[src/rtl/mem_port_arbiter.sv]
// Shares one SRAM-like memory port between a read-only fetch requester and a
// read/write data requester; one transaction in flight, data has priority.
module mem_port_arbiter #(
    parameter int unsigned STARVE_LIMIT = 4,
    parameter logic [2:0]  I_SIZE       = 3'b010
) (
    input  logic        clk,
    input  logic        rst_n,
    input  logic        i_req,
    input  logic [31:0] i_addr,
    output logic        i_addr_ok,
    output logic        i_data_ok,
    output logic [31:0] i_rdata,
    input  logic        d_req,
    input  logic        d_wr,
    input  logic [2:0]  d_size,
    input  logic [31:0] d_addr,
    input  logic [31:0] d_wdata,
    output logic        d_addr_ok,
    output logic        d_data_ok,
    output logic [31:0] d_rdata,
    output logic        m_req,
    output logic        m_wr,
    output logic [2:0]  m_size,
    output logic [31:0] m_addr,
    output logic [31:0] m_wdata,
    input  logic        m_addr_ok,
    input  logic        m_data_ok,
    input  logic [31:0] m_rdata,
    output logic        busy,
    output logic        owner
);

    typedef enum logic [1:0] {IDLE, ADDR, DATA} state_t;

    localparam logic [2:0] LIMIT = 3'(STARVE_LIMIT);

    state_t      state_q, state_d;
    logic        owner_q, owner_d;
    logic        m_wr_q, m_wr_d;
    logic [2:0]  m_size_q, m_size_d;
    logic [31:0] m_addr_q, m_addr_d;
    logic [31:0] m_wdata_q, m_wdata_d;
    logic [2:0]  starve_q, starve_d;
    logic        i_grant, d_grant;

    always_ff @(posedge clk or negedge rst_n) begin
        if (!rst_n) begin
            state_q   <= IDLE;
            owner_q   <= 1'b0;
            m_wr_q    <= 1'b0;
            m_size_q  <= '0;
            m_addr_q  <= '0;
            m_wdata_q <= '0;
            starve_q  <= '0;
        end else begin
            state_q   <= state_d;
            owner_q   <= owner_d;
            m_wr_q    <= m_wr_d;
            m_size_q  <= m_size_d;
            m_addr_q  <= m_addr_d;
            m_wdata_q <= m_wdata_d;
            starve_q  <= starve_d;
        end
    end

    always_comb begin
        state_d   = state_q;
        owner_d   = owner_q;
        m_wr_d    = m_wr_q;
        m_size_d  = m_size_q;
        m_addr_d  = m_addr_q;
        m_wdata_d = m_wdata_q;
        starve_d  = starve_q;
        i_grant   = 1'b0;
        d_grant   = 1'b0;
        case (state_q)
            IDLE: begin
                // Fetch wins a contested cycle only once the counter hits the limit
                if (d_req && !(i_req && starve_q == LIMIT)) begin
                    d_grant   = 1'b1;
                    owner_d   = 1'b1;
                    m_wr_d    = d_wr;
                    m_size_d  = d_size;
                    m_addr_d  = d_addr;
                    m_wdata_d = d_wdata;
                    state_d   = ADDR;
                    if (!i_req)
                        starve_d = '0;
                    else if (starve_q != LIMIT)
                        starve_d = starve_q + 3'd1;
                end else if (i_req) begin
                    i_grant   = 1'b1;
                    owner_d   = 1'b0;
                    m_wr_d    = 1'b0;
                    m_size_d  = I_SIZE;
                    m_addr_d  = i_addr;
                    m_wdata_d = '0;
                    starve_d  = '0;
                    state_d   = ADDR;
                end
            end
            ADDR:    if (m_addr_ok) state_d = DATA;
            DATA:    if (m_data_ok) state_d = IDLE;
            default: state_d = IDLE;
        endcase
    end

    assign i_addr_ok = i_grant & rst_n;
    assign d_addr_ok = d_grant & rst_n;
    assign i_data_ok = rst_n & (state_q == DATA) & m_data_ok & ~owner_q;
    assign d_data_ok = rst_n & (state_q == DATA) & m_data_ok & owner_q;
    assign i_rdata   = m_rdata;
    assign d_rdata   = m_rdata;
    assign m_req     = (state_q == ADDR);
    assign m_wr      = m_wr_q;
    assign m_size    = m_size_q;
    assign m_addr    = m_addr_q;
    assign m_wdata   = m_wdata_q;
    assign busy      = (state_q != IDLE);
    assign owner     = owner_q;

endmodule

[config.mk]
export PLATFORM = sky130hd
export DESIGN_NAME = mem_port_arbiter
export DESIGN_NICKNAME = d
export VERILOG_FILES = /design/src/rtl/mem_port_arbiter.sv
export SDC_FILE = /design/constraint.sdc
export NUM_CORES = 1
export LEC_CHECK = 0
export CORE_MARGIN = 4
export CORE_UTILIZATION = 36
export CTS_CLUSTER_SIZE = 40
export DETAILED_ROUTE_END_ITERATION = 8
export PLACE_DENSITY = 0.82
export SYNTH_ARGS = -nofsm -noshare
export SYNTH_HDL_FRONTEND = slang
export SYNTH_SLANG_ARGS = --single-unit
[constraint.sdc]
create_clock -name clk -period 2.4 [get_ports clk]
set_clock_uncertainty 0.2 [all_clocks]
set_input_delay 0.36 -clock clk [delete_from_list [all_inputs] [get_ports clk]]
set_output_delay 0.36 -clock clk [all_outputs]
set_load 0.01 [all_outputs]
# Word-level counts from Yosys, hierarchy flattened
# Index checks and enable logic that the tools add are counted.
# Widths: inputs -> output; s select.
word_totals:
  wordCells: 55
  out_inout_bits: 139
  reg_bits: 74
  input_bits: 138
classes:
  n_reduce_logical: 9
  n_addsub: 1
  n_eq_ne: 8
  bitwise: 7
  n_mux: 23
ops:
  columns: ["op", "n"]
  rows:
  - ["$mux 32", 4]
  - ["$mux 3", 6]
  - ["$mux 1", 8]
  - ["$mux 2", 4]
  - ["$and 1x1->1", 6]
  - ["$ne 3x3->1 const B", 2]
  - ["$pmux 2 s3", 1]
  - ["$reduce_and 3->1", 2]
  - ["$reduce_bool 2->1", 2]
  - ["$add 3x1->3 const B", 1]
  - ["$eq 3x3->1 const B", 1]
  - ["$ne 3x2->1 const B", 1]
  - ["$eq 2x1->1 const B", 1]
  - ["$eq 2x2->1 const B", 1]
  - ["$logic_and 1x1->1", 2]
  - ["$logic_not 2->1", 1]
  - ["$ne 2x1->1 const B", 1]
  - ["$ne 2x2->1 const B", 1]
  - ["$reduce_and 2->1", 1]
  - ["$logic_not 1->1", 1]
  - ["$not 1->1", 1]

# Longest topological paths before layout
# Gate-level depths: netlist of the first run.
logic_depth:
  ltp_word: 7
  ltp_mapped: 7
  depth_no_buf: 5

# Least setup slack after synthesis of the first run
# No wires, ideal clock.
synth_timing:
  path_type: "register to output"
  start: "reg starve_q[0]"
  end: "out i_addr_ok"
  path_buffers: 2
  t_arrival_ns: 1.388
  path_stages_with_launch: 8
  slack_ns: 0.452
  required_time_ns: 1.840
  cell_sequence: "dfrtp_1 -> inv_1 -> ha_1 -> nand3_2 -> and2_0 -> clkbuf_1 -> buf_2 -> nor2_1"
synth_between:
  elab_chain_len: 7
synth_rtl:
  columns: ["element", "line_no", "text"]
  rows:
  - ["start: declaration", "44", "logic [2:0] starve_q, starve_d;"]
  - ["start signal: assignment", "63", "starve_q <= starve_d;"]
  - ["$eq 3x3->1", "80", "if (d_req && !(i_req && starve_q == LIMIT)) begin"]
  - ["$logic_and 1x1->1", "80", null]
  - ["$logic_not 1->1", "80", null]
  - ["$logic_and 1x1->1", "80", null]
  - ["$mux 1", "80", null]
  - ["$mux 1", "77", "case (state_q)"]
  - ["$and 1x1->1", "109", "assign i_addr_ok = i_grant & rst_n;"]
  - ["end: declaration", "11", "output logic i_addr_ok,"]
# No other way between the ends.

# Worst setup path in the final report of the first run
layout_timing:
  start: "reg starve_q[0]"
  end: "out d_addr_ok"
layout_between:
  elab_chain_len: 7
layout_rtl:
  columns: ["element", "line_no", "text"]
  rows:
  - ["$eq 3x3->1", "80", null]
  - ["$logic_and 1x1->1", "80", null]
  - ["$logic_not 1->1", "80", null]
  - ["$logic_and 1x1->1", "80", null]
  - ["$mux 1", "80", null]
  - ["$mux 1", "77", null]
  - ["$and 1x1->1", "110", "assign d_addr_ok = d_grant & rst_n;"]
  - ["end: declaration", "19", "output logic d_addr_ok,"]
# No other way between the ends.

==> results of run 1 <==
[synthesized netlist by cell type, drive strengths merged]
master,number,area [sq um]
a21o,1,7.510
a21oi,1,5.000
a22o,36,315.3
a2bb2oi,1,8.760
a31o,1,8.760
a32o,2,20.02
and2,2,15.02
and3,2,12.51
buf,87,635.6
clkbuf,12,45.04
dfrtp,74,1852
ha,2,25.02
inv,39,146.4
nand2,1,3.750
nand2b,1,6.260
nand3,35,180.2
nand4,32,200.2
nor2,4,15.01
nor2b,1,6.260
o21ai,1,5.000
o221ai,32,461.7
or2,1,6.260
xor2,1,8.760
[stage by stage]
step,util,hold slack (ns),setup WS (ns)
2_1_floorplan,-,-0.1356,0.4522
3_3_place_gp,0.4991,0.007323,-0.01256
3_5_place_dp,0.4991,0.009920,-0.01598
4_1_cts,0.5175,0.3096,0.04384
5_1_grt,0.5185,0.3282,-0.004226
6_report,0.5185,0.3054,0.09602
[what timing repair did]
| item | 4_1_cts | 5_1_grt |
|---|---|---|
| setup endpoints to repair | 2 | 1 |
| setup buffers | 0 | 1 |
| hold endpoints to repair | 36 | 0 |
| hold buffers | 2 | 0 |
| cloned | 0 | 0 |
| resized for setup | 2 | 2 |
[worst paths after layout]
| check | startpoint | end | slack [ns] | cells past startpoint |
|---|---|---|---|---|
| setup / recovery | starve_q[0] | d_addr_ok | 0.1 | 6 |
| hold / removal | m_size[0] | m_size[0] | 0.31 | 1 |
| setup reg to reg | starve_q[0] | m_wdata[6] | 0.34 | 7 |
| hold reg to reg | m_size[0] | m_size[0] | 0.31 | 1 |
| max in group asynchronous | rst_n | m_wdata[6] | 0.94 | 3 |
| min in group asynchronous | rst_n | m_addr[23] | 0.33 | 2 |
[per-layer routing]
metal | vias to the layer above | track usage | wire [um]
li1 | 1487 | - | -
met1 | 1537 | 0.2159 | 4512
met2 | 185 | 0.3033 | 5746
met3 | 36 | 0.05882 | 1037
met4 | 0 | 0.07772 | 327
met5 | - | 0 | 0
[cell type report]
cell class | instances | area [sq um]
Fill cell | 967 | 5220
Inverter | 39 | 146.4
Tap cell | 140 | 175.2
Multi-Input combinational cell | 157 | 1323
Timing Repair Buffer | 197 | 1942
Sequential cell | 74 | 1852
Clock buffer | 14 | 172.7
Clock inverter | 2 | 10.01
[sequential cells by signal, indices dropped and copies added (netlist names)]
name and cells:
m_wr 1, owner 1, m_size 3, m_wdata 32
m_addr 32, starve_q 3, state_q 2
[power breakdown]
| part | internal [mW] | switching, mW |
|---|---|---|
| clock | 0.459 | 0.437 |
| sequential | 1.82 | 0.350 |
| combinational | 1.91 | 1.61 |
| total | 4.19 | 2.39 |
[worst max-delay path, stage by stage, from the launching register on]
cell           delay [ns]
dfrtp_1              0.40
inv_2                0.08
ha_2                 0.18
nand3_2              0.06
and2_2               0.22
and3_1               0.17
dlygate4sd2_1        0.30
[cell families (layout without fill, tap and decap cells)]
group	Yosys count	in the layout	share of synthesized area
xor+xnor	1	1	0.002195
flops	74	74	0.4641
fa+ha+maj	2	2	0.006271
buf+inv	138	252	0.2073
simple gates	79	79	0.1116
compound gates	75	75	0.2085
==> results.md, run 1 <==
* Power per standard cell area at about 1200 nW/um^2
* Max-cap viol count at 0
* Ys Warns at 0
* Mean number of vias per cell at 5.209
* Finished Layout Cells at around 620
* Setup crit start kind: flip-flop
* Avg Inst Size Synth at 10.81 sq um
* CTS tree: done
* Area Growth Syn to Fin at 40.86%
* Tmin final at 2.304 ns
* Antenna violations before repair at 0
* Total die area at about 13000 sq um
* GRT Util Overall at 0.1821
* Mapped Nets at just over 500
* Clock transition at path regs at 0.07 ns
* Mapped Cells at 369
* Netlist cell types at 29
* Routability cong. at 0.8376
* Post-DP HPWL at about 9000 um
* Placed inst area at ~5400 sq um
* Die width at roughly 110 um
* Core Region at between 10000 and 15000 sq um
* Root Buffer: clkbuf_8
* Mapped cell area at roughly 4000 sq um
* Routed WL per cell at around 19 um
* Chip height at approximately 110 um
* Crit share post-route at 0.9600
* Hold violation count in the final report at 0
* DR pass1 iterations at 4
* PortBufs at 180
* VDD IR max at approximately 0.00045 V
* # nets final at ~620
* Worst endpoint required time at around 1.8 ns
* Worst Hold Class: reg -> reg
* Layout cells sized above 1 at 0.1366
* GR Overflow Total at 0
* Relative slew slack at 0.6276
* CTS HTree Levels at 3
* Most frequent cells in the layout: clkdlybuf4s50_1 (177), dfrtp_1 (74), inv_1 (38), a22o_1 (36), nand3_1 (34)
* Seq cells post-synth at 74
* Starting Density at 0.3681
* Setup Viol. Count Final at 0
* Num rows at 38
* First-pass GRT wire length at ~18000 um
* Status: completed
* Total power draw at ~6.6 mW
* Antenna-violating nets left at 0
* # diodes at 0
* DR iter-0 viols at 228
* Clock Path Buffers at 2
* Number of remaining DRC errors at 0
* WL final at about 12000 um
* Clk_lat worst skew at approximately 0.33 ns
* Most common cell after layout, fill and taps aside: clkdlybuf4s50_1
* Io pins at about 280
* TritonCTS Sinks at between 70 and 80
* Slew Limit Fails at 0
* Sequential share of the synthesized area at 0.4641
* Final Instance Area at about 5600 sq um
* CP Data Arrival Time at 1.74 ns
* Via count at 3245
* CTS Buf Count at 9
* Worst slew pin tran at ~0.56 ns
* Largest net degree at the start of global routing at 51
* Worst-path maximum fanout at 4
* CP endpoint kind: output port
* Worst Setup Path Type: reg -> out
* Dpl cells at roughly 600
* Max frequency at around 0.43 GHz
* P_leak at ~2.4 nW
* Vias in the first global route at between 3000 and 4000
* Setup tns final at 0 ns
No activity file was read; power rests on OpenSTA's default activity.
==> inputs of run 2 (changes only) <==
--- a/config.mk
+++ b/config.mk
@@ -9,7 +9,7 @@
 export CORE_UTILIZATION = 36
 export CTS_CLUSTER_SIZE = 40
 export DETAILED_ROUTE_END_ITERATION = 8
-export PLACE_DENSITY = 0.82
+export PLACE_DENSITY = 0.87
 export SYNTH_ARGS = -nofsm -noshare
 export SYNTH_HDL_FRONTEND = slang
 export SYNTH_SLANG_ARGS = --single-unit
==> run 2 against run 1 <==
Via count rose by 0.52%. Wire length rose by 1.9%. Utilization increased by 0.30 points.
==> results.md, run 2 (synthesis results as in run 1) <==
* Status: completed
* Setup tns final at 0 ns
* Chip height at 113.3 um
* Clock Path Buffers at 2
* Most common cell after layout, fill and taps aside: clkdlybuf4s50_1
* CTS tree: done
* Crit share post-route at 0.9439
* Io pins at about 280
* GR Overflow Total at 0
* P_leak at between 2 and 2.5 nW
* Slew Limit Fails at 0
* Root Buffer: clkbuf_8
* Hold violation count in the final report at 0
* Number of remaining DRC errors at 0
* Area Growth Syn to Fin at 41.67%
* Max-cap viol count at 0
* Dpl cells at a little over 600
* Total die area at around 13000 sq um
* Routed WL per cell at about 19 um
* CP endpoint kind: output port
* Worst slew pin tran at a little under 0.6 ns
* Worst Hold Class: reg -> reg
* TritonCTS Sinks at 74
* Setup Viol. Count Final at 0
* Setup crit start kind: flip-flop
* CTS HTree Levels at 3
* Worst-path maximum fanout at 4
* Clock transition at path regs at 0.08 ns
* Vias in the first global route at about 3500
* Worst Setup Path Type: reg -> out
* # diodes at 0
* Core Region at around 11000 sq um
* Placed inst area at approximately 5400 sq um
* PortBufs at 180
* Unrepaired setup endpoints after global routing: false
* # nets final at approximately 620
* Via count at 3262
* Starting Density at 0.3681
* Largest net degree at the start of global routing at 42
* Power per standard cell area at between 1000 and 1500 nW/um^2
* Final Instance Area at 5653 sq um
* Clk_lat worst skew at 0.34 ns
* Fillcell total at 960
* Relative slew slack at 0.6141
* Post-DP HPWL at 8703 um
* Num rows at 38
* Tmin final at between 2 and 2.5 ns
* CP Data Arrival Time at 1.71 ns
* Max frequency at between 0.4 and 0.5 GHz
* First-pass GRT wire length at around 18000 um
* DR pass1 iterations at 4
* Layout cells sized above 1 at 0.1405
* CTS Buf Count at 9
* GRT Util Overall at 0.1802
* VDD IR max at between 0.0004 and 0.0005 V
* Mean number of vias per cell at around 5.2
* WL final at 11850 um
* Routability cong. at 0.8355
* Die width at 113.3 um
* Finished Layout Cells at 624
* Most frequent cells in the layout: clkdlybuf4s50_1 (177), dfrtp_1 (74), inv_1 (38), a22o_1 (36), nand3_1 (34)
* Antenna-violating nets left at 0
* DR iter-0 viols at roughly 270
* Worst endpoint required time at 1.84 ns
* Antenna violations before repair at 0
run 2: final timing paths:
kind                                   from     endpoint  slack [ns]  depth (start not counted)
max in group asynchronous             rst_n   m_addr[11]        0.87                          3
min in group asynchronous             rst_n  starve_q[1]        0.35                          2
worst min-delay path             m_wdata[4]   m_wdata[4]        0.31                          1
worst max-delay path            starve_q[0]    d_addr_ok        0.13                          6
worst max register to register   state_q[1]    m_addr[0]        0.25                          4
worst min register to register   m_wdata[4]   m_wdata[4]        0.31                          1
run 2: where the power goes:
group / switching [mW] / leakage (nW) / internal, mW
clock: 0.463 / 0.0966 / 0.511
combinational: 1.61 / 1.34 / 1.94
sequential: 0.347 / 0.924 / 1.82
run 2: what timing repair did:
item                                    CTS  global route
hold buffers                              1             0
buffers inserted                          0             1
endpoints found under the setup margin    2             1
gates resized for setup                   2             3
endpoints found under the hold margin    74             0
run 2: cell type report:
cell class,instances,area [sq um],area share
clock buffers,12,145.1,0.02568
clock inverters,4,51.30,0.009075
inverters,39,146.4,0.02590
multi-input cells,157,1323,0.2340
flip-flops and latches,74,1852,0.3276
well taps,140,175.2,0.03099
repair buffers,198,1961,0.3468
run 2: per-stage QoR:
| step | hold WS, ns | util | total power, mW | setup slack [ns] |
|---|---|---|---|---|
| 3_3_place_gp | 0.01058 | 0.5016 | 5.648 | -0.02407 |
| 6_report | 0.3087 | 0.5215 | 6.693 | 0.1347 |
| 4_1_cts | 0.3178 | 0.5204 | 6.765 | 0.006849 |
| 2_1_floorplan | -0.1356 | - | 4.167 | 0.4522 |
| 5_1_grt | 0.3355 | 0.5215 | 7.122 | 0.007251 |
| 3_5_place_dp | 0.008635 | 0.5016 | 5.768 | -0.02082 |
run 2: worst max-delay path, stage by stage, from the launching register on:
cell	delay, ns
dfrtp_1	0.41
inv_2	0.08
ha_2	0.17
nand3_2	0.06
and2_2	0.22
and3_1	0.20
clkdlybuf4s15_1	0.23
run 2: per-layer routing:
layer	track usage	vias up	routed length [um]
met3	0.05882	22	888
met5	0	-	0
met4	0.05208	0	178
met1	0.1992	1610	4497
met2	0.3290	145	6283
li1	-	1485	-
==> RTL edit (flow settings as in run 2) <==
Re-encode `state_t` (3 states) as one-hot, 3 bits wide.
--- a/src/rtl/mem_port_arbiter.sv
+++ b/src/rtl/mem_port_arbiter.sv
@@ -32,5 +32,5 @@
 );
 
-    typedef enum logic [1:0] {IDLE, ADDR, DATA} state_t;
+    typedef enum logic [2:0] {IDLE = 3'b001, ADDR = 3'b010, DATA = 3'b100} state_t;
 
     localparam logic [2:0] LIMIT = 3'(STARVE_LIMIT);
Formal check against the unedited RTL: same outputs for any inputs over 10 cycles, from zero or initial values and one cycle with rst_n low; not proved beyond that.
==> RTL edit against run 2 <==
Final area is 0.38% lower. Non-clock buffer count is 1 lower. Count of clock-buffer cells in the layout is 2 lower. Critical path depth is 1 lower. Sequential cell count is 1 higher. Maximum frequency is 2.7% lower. Routed wire length is 5.2% lower. Worst hold slack worse by 0.11 ns. Power is 4.4% lower. Clock power is 2.8% lower. Setup slack worse by 0.063 ns. Area after synthesis is 0.22% lower. Critical path type unchanged.
==> RTL edit: results (changes against run 2) <==
- Worst R2R Setup Slack: 0.19 ns (-0.06 ns)
- Total area of multi-input combinational cells: 1420 µm² (+7.7%)
- Wire length of the first global-routing pass: 17700 µm (-4.0%)
- Setup Slack @ Placement: -0.112 ns (-0.0913 ns)
- Placer congestion estimate: 0.835 (about the same)
- Share of final-layout standard cells stronger than drive strength 1: 14.3% (+0.24 points)
- CP Data Arrival Time: 1.77 ns (+0.06 ns)
- Start point of the critical path: state_q[0]
- Distinct cells, synth: 33 (+14%)
- Portion of netlist area occupied by mux cells: 0% (unchanged)
- Highest net fanout along the worst path: 2 (-2)
- Fin Hold WS: 0.201 ns (-0.108 ns)
- Count of filler cells inserted in the layout: 971 (+1.1%)
- 1st-iter DRT viols: 154 (-42%)
- Cell with the largest stage delay on the worst path: sky130_fd_sc_hd__dfstp_2
- Fraction of the yosys area taken by sequential cells: 47.2% (+0.76 points)
- Critical path endpoint: i_addr_ok
- Placed Cells incl. Taps: 613 (+1.2%)
- Maximum number of pins on one net before global-route repair: 40 (-4.8%)
- Total Routing Usage GR: 17.2% (-0.78 points)
- Beginning of the worst register-to-register path: state_q[0]
- CP top delay family: flip-flops
- Peak supply drop: 0.000443 V (-4.5%)
- Met1 Track Usage GR: 19.1% (-0.79 points)
- Hold/Removal Path Class: in2async
- Number of buffers inserted during clock tree synthesis: 9 (unchanged)
- Post-layout net count: 625 (+0.97%)
- Post-synthesis net count: 514 (+0.98%)
- Proportion of total power due to net switching: 35.5% (-0.67 points)
- Compound-gate portion of the synthesized area: 27.2% (+6.4 points)
- Post-cts repair resize count: 6 (+4)
- Routed met1 length: 4210 µm (-6.5%)
- Worst stage delay on the critical path: 0.54 ns (+0.13 ns)
- Cells taking the most area after synthesis: sky130_fd_sc_hd__dfrtp_1 (47%), sky130_fd_sc_hd__buf_4 (12%), sky130_fd_sc_hd__a31oi_2 (9.1%), sky130_fd_sc_hd__a22o_1 (7.7%), sky130_fd_sc_hd__a21oi_1 (4.5%)
- Adder-cell share of the synthesized area: 0.629% (+0.0014 points)
- Result of the run: completed
- Post-Synth XOR/XNOR Area: 0% (-0.22 points)
- HPWL after detailed placement: 8600 µm (-1.1%)
- Met2 wirelength from detailed routing: 5990 µm (-4.6%)
- Placed cell area: 5420 µm² (-0.39%)
- Wire per inst: 17.8 µm (-6.1%)
- Clock period minus worst slack: 2.33 ns (+0.0627 ns)
- Via count of the first global-routing pass: 3473 (+0.40%)
- GR Util met2: 31.8% (-1.1 points)
- Path depth of the worst reg2reg path: 6 (+2)
- Total wire length after detailed routing: 11200 µm (-5.2%)
## RTL edit: worst reg2reg max path, stage by stage (launching register included)
cell,delay [ns]
sky130_fd_sc_hd__dfstp_2,0.54
sky130_fd_sc_hd__nor3b_4,0.20
sky130_fd_sc_hd__buf_4,0.14
sky130_fd_sc_hd__buf_4,0.33
sky130_fd_sc_hd__and2_2,0.25
sky130_fd_sc_hd__buf_6,0.26
sky130_fd_sc_hd__a31oi_2,0.14
## RTL edit: power by group through the flow
stage,sequential (W),combinational (W),clock (W)
6_report,0.00217,0.00328,0.000946
5_1_grt,0.00225,0.00351,0.00105
4_1_cts,0.00218,0.00334,0.000981
3_5_place_dp,0.00219,0.00331,0
3_3_place_gp,0.00216,0.00323,0
2_1_floorplan,0.00241,0.00158,0
## RTL edit: cell type report
cell class	instances	share of cell area [%]
tap	140	3.11
clock inverter	6	1.20
inverter	6	0.400
clock buffer	10	2.27
timing repair buffer	197	34.4
sequential	75	33.3
multi-input combinational	196	25.3
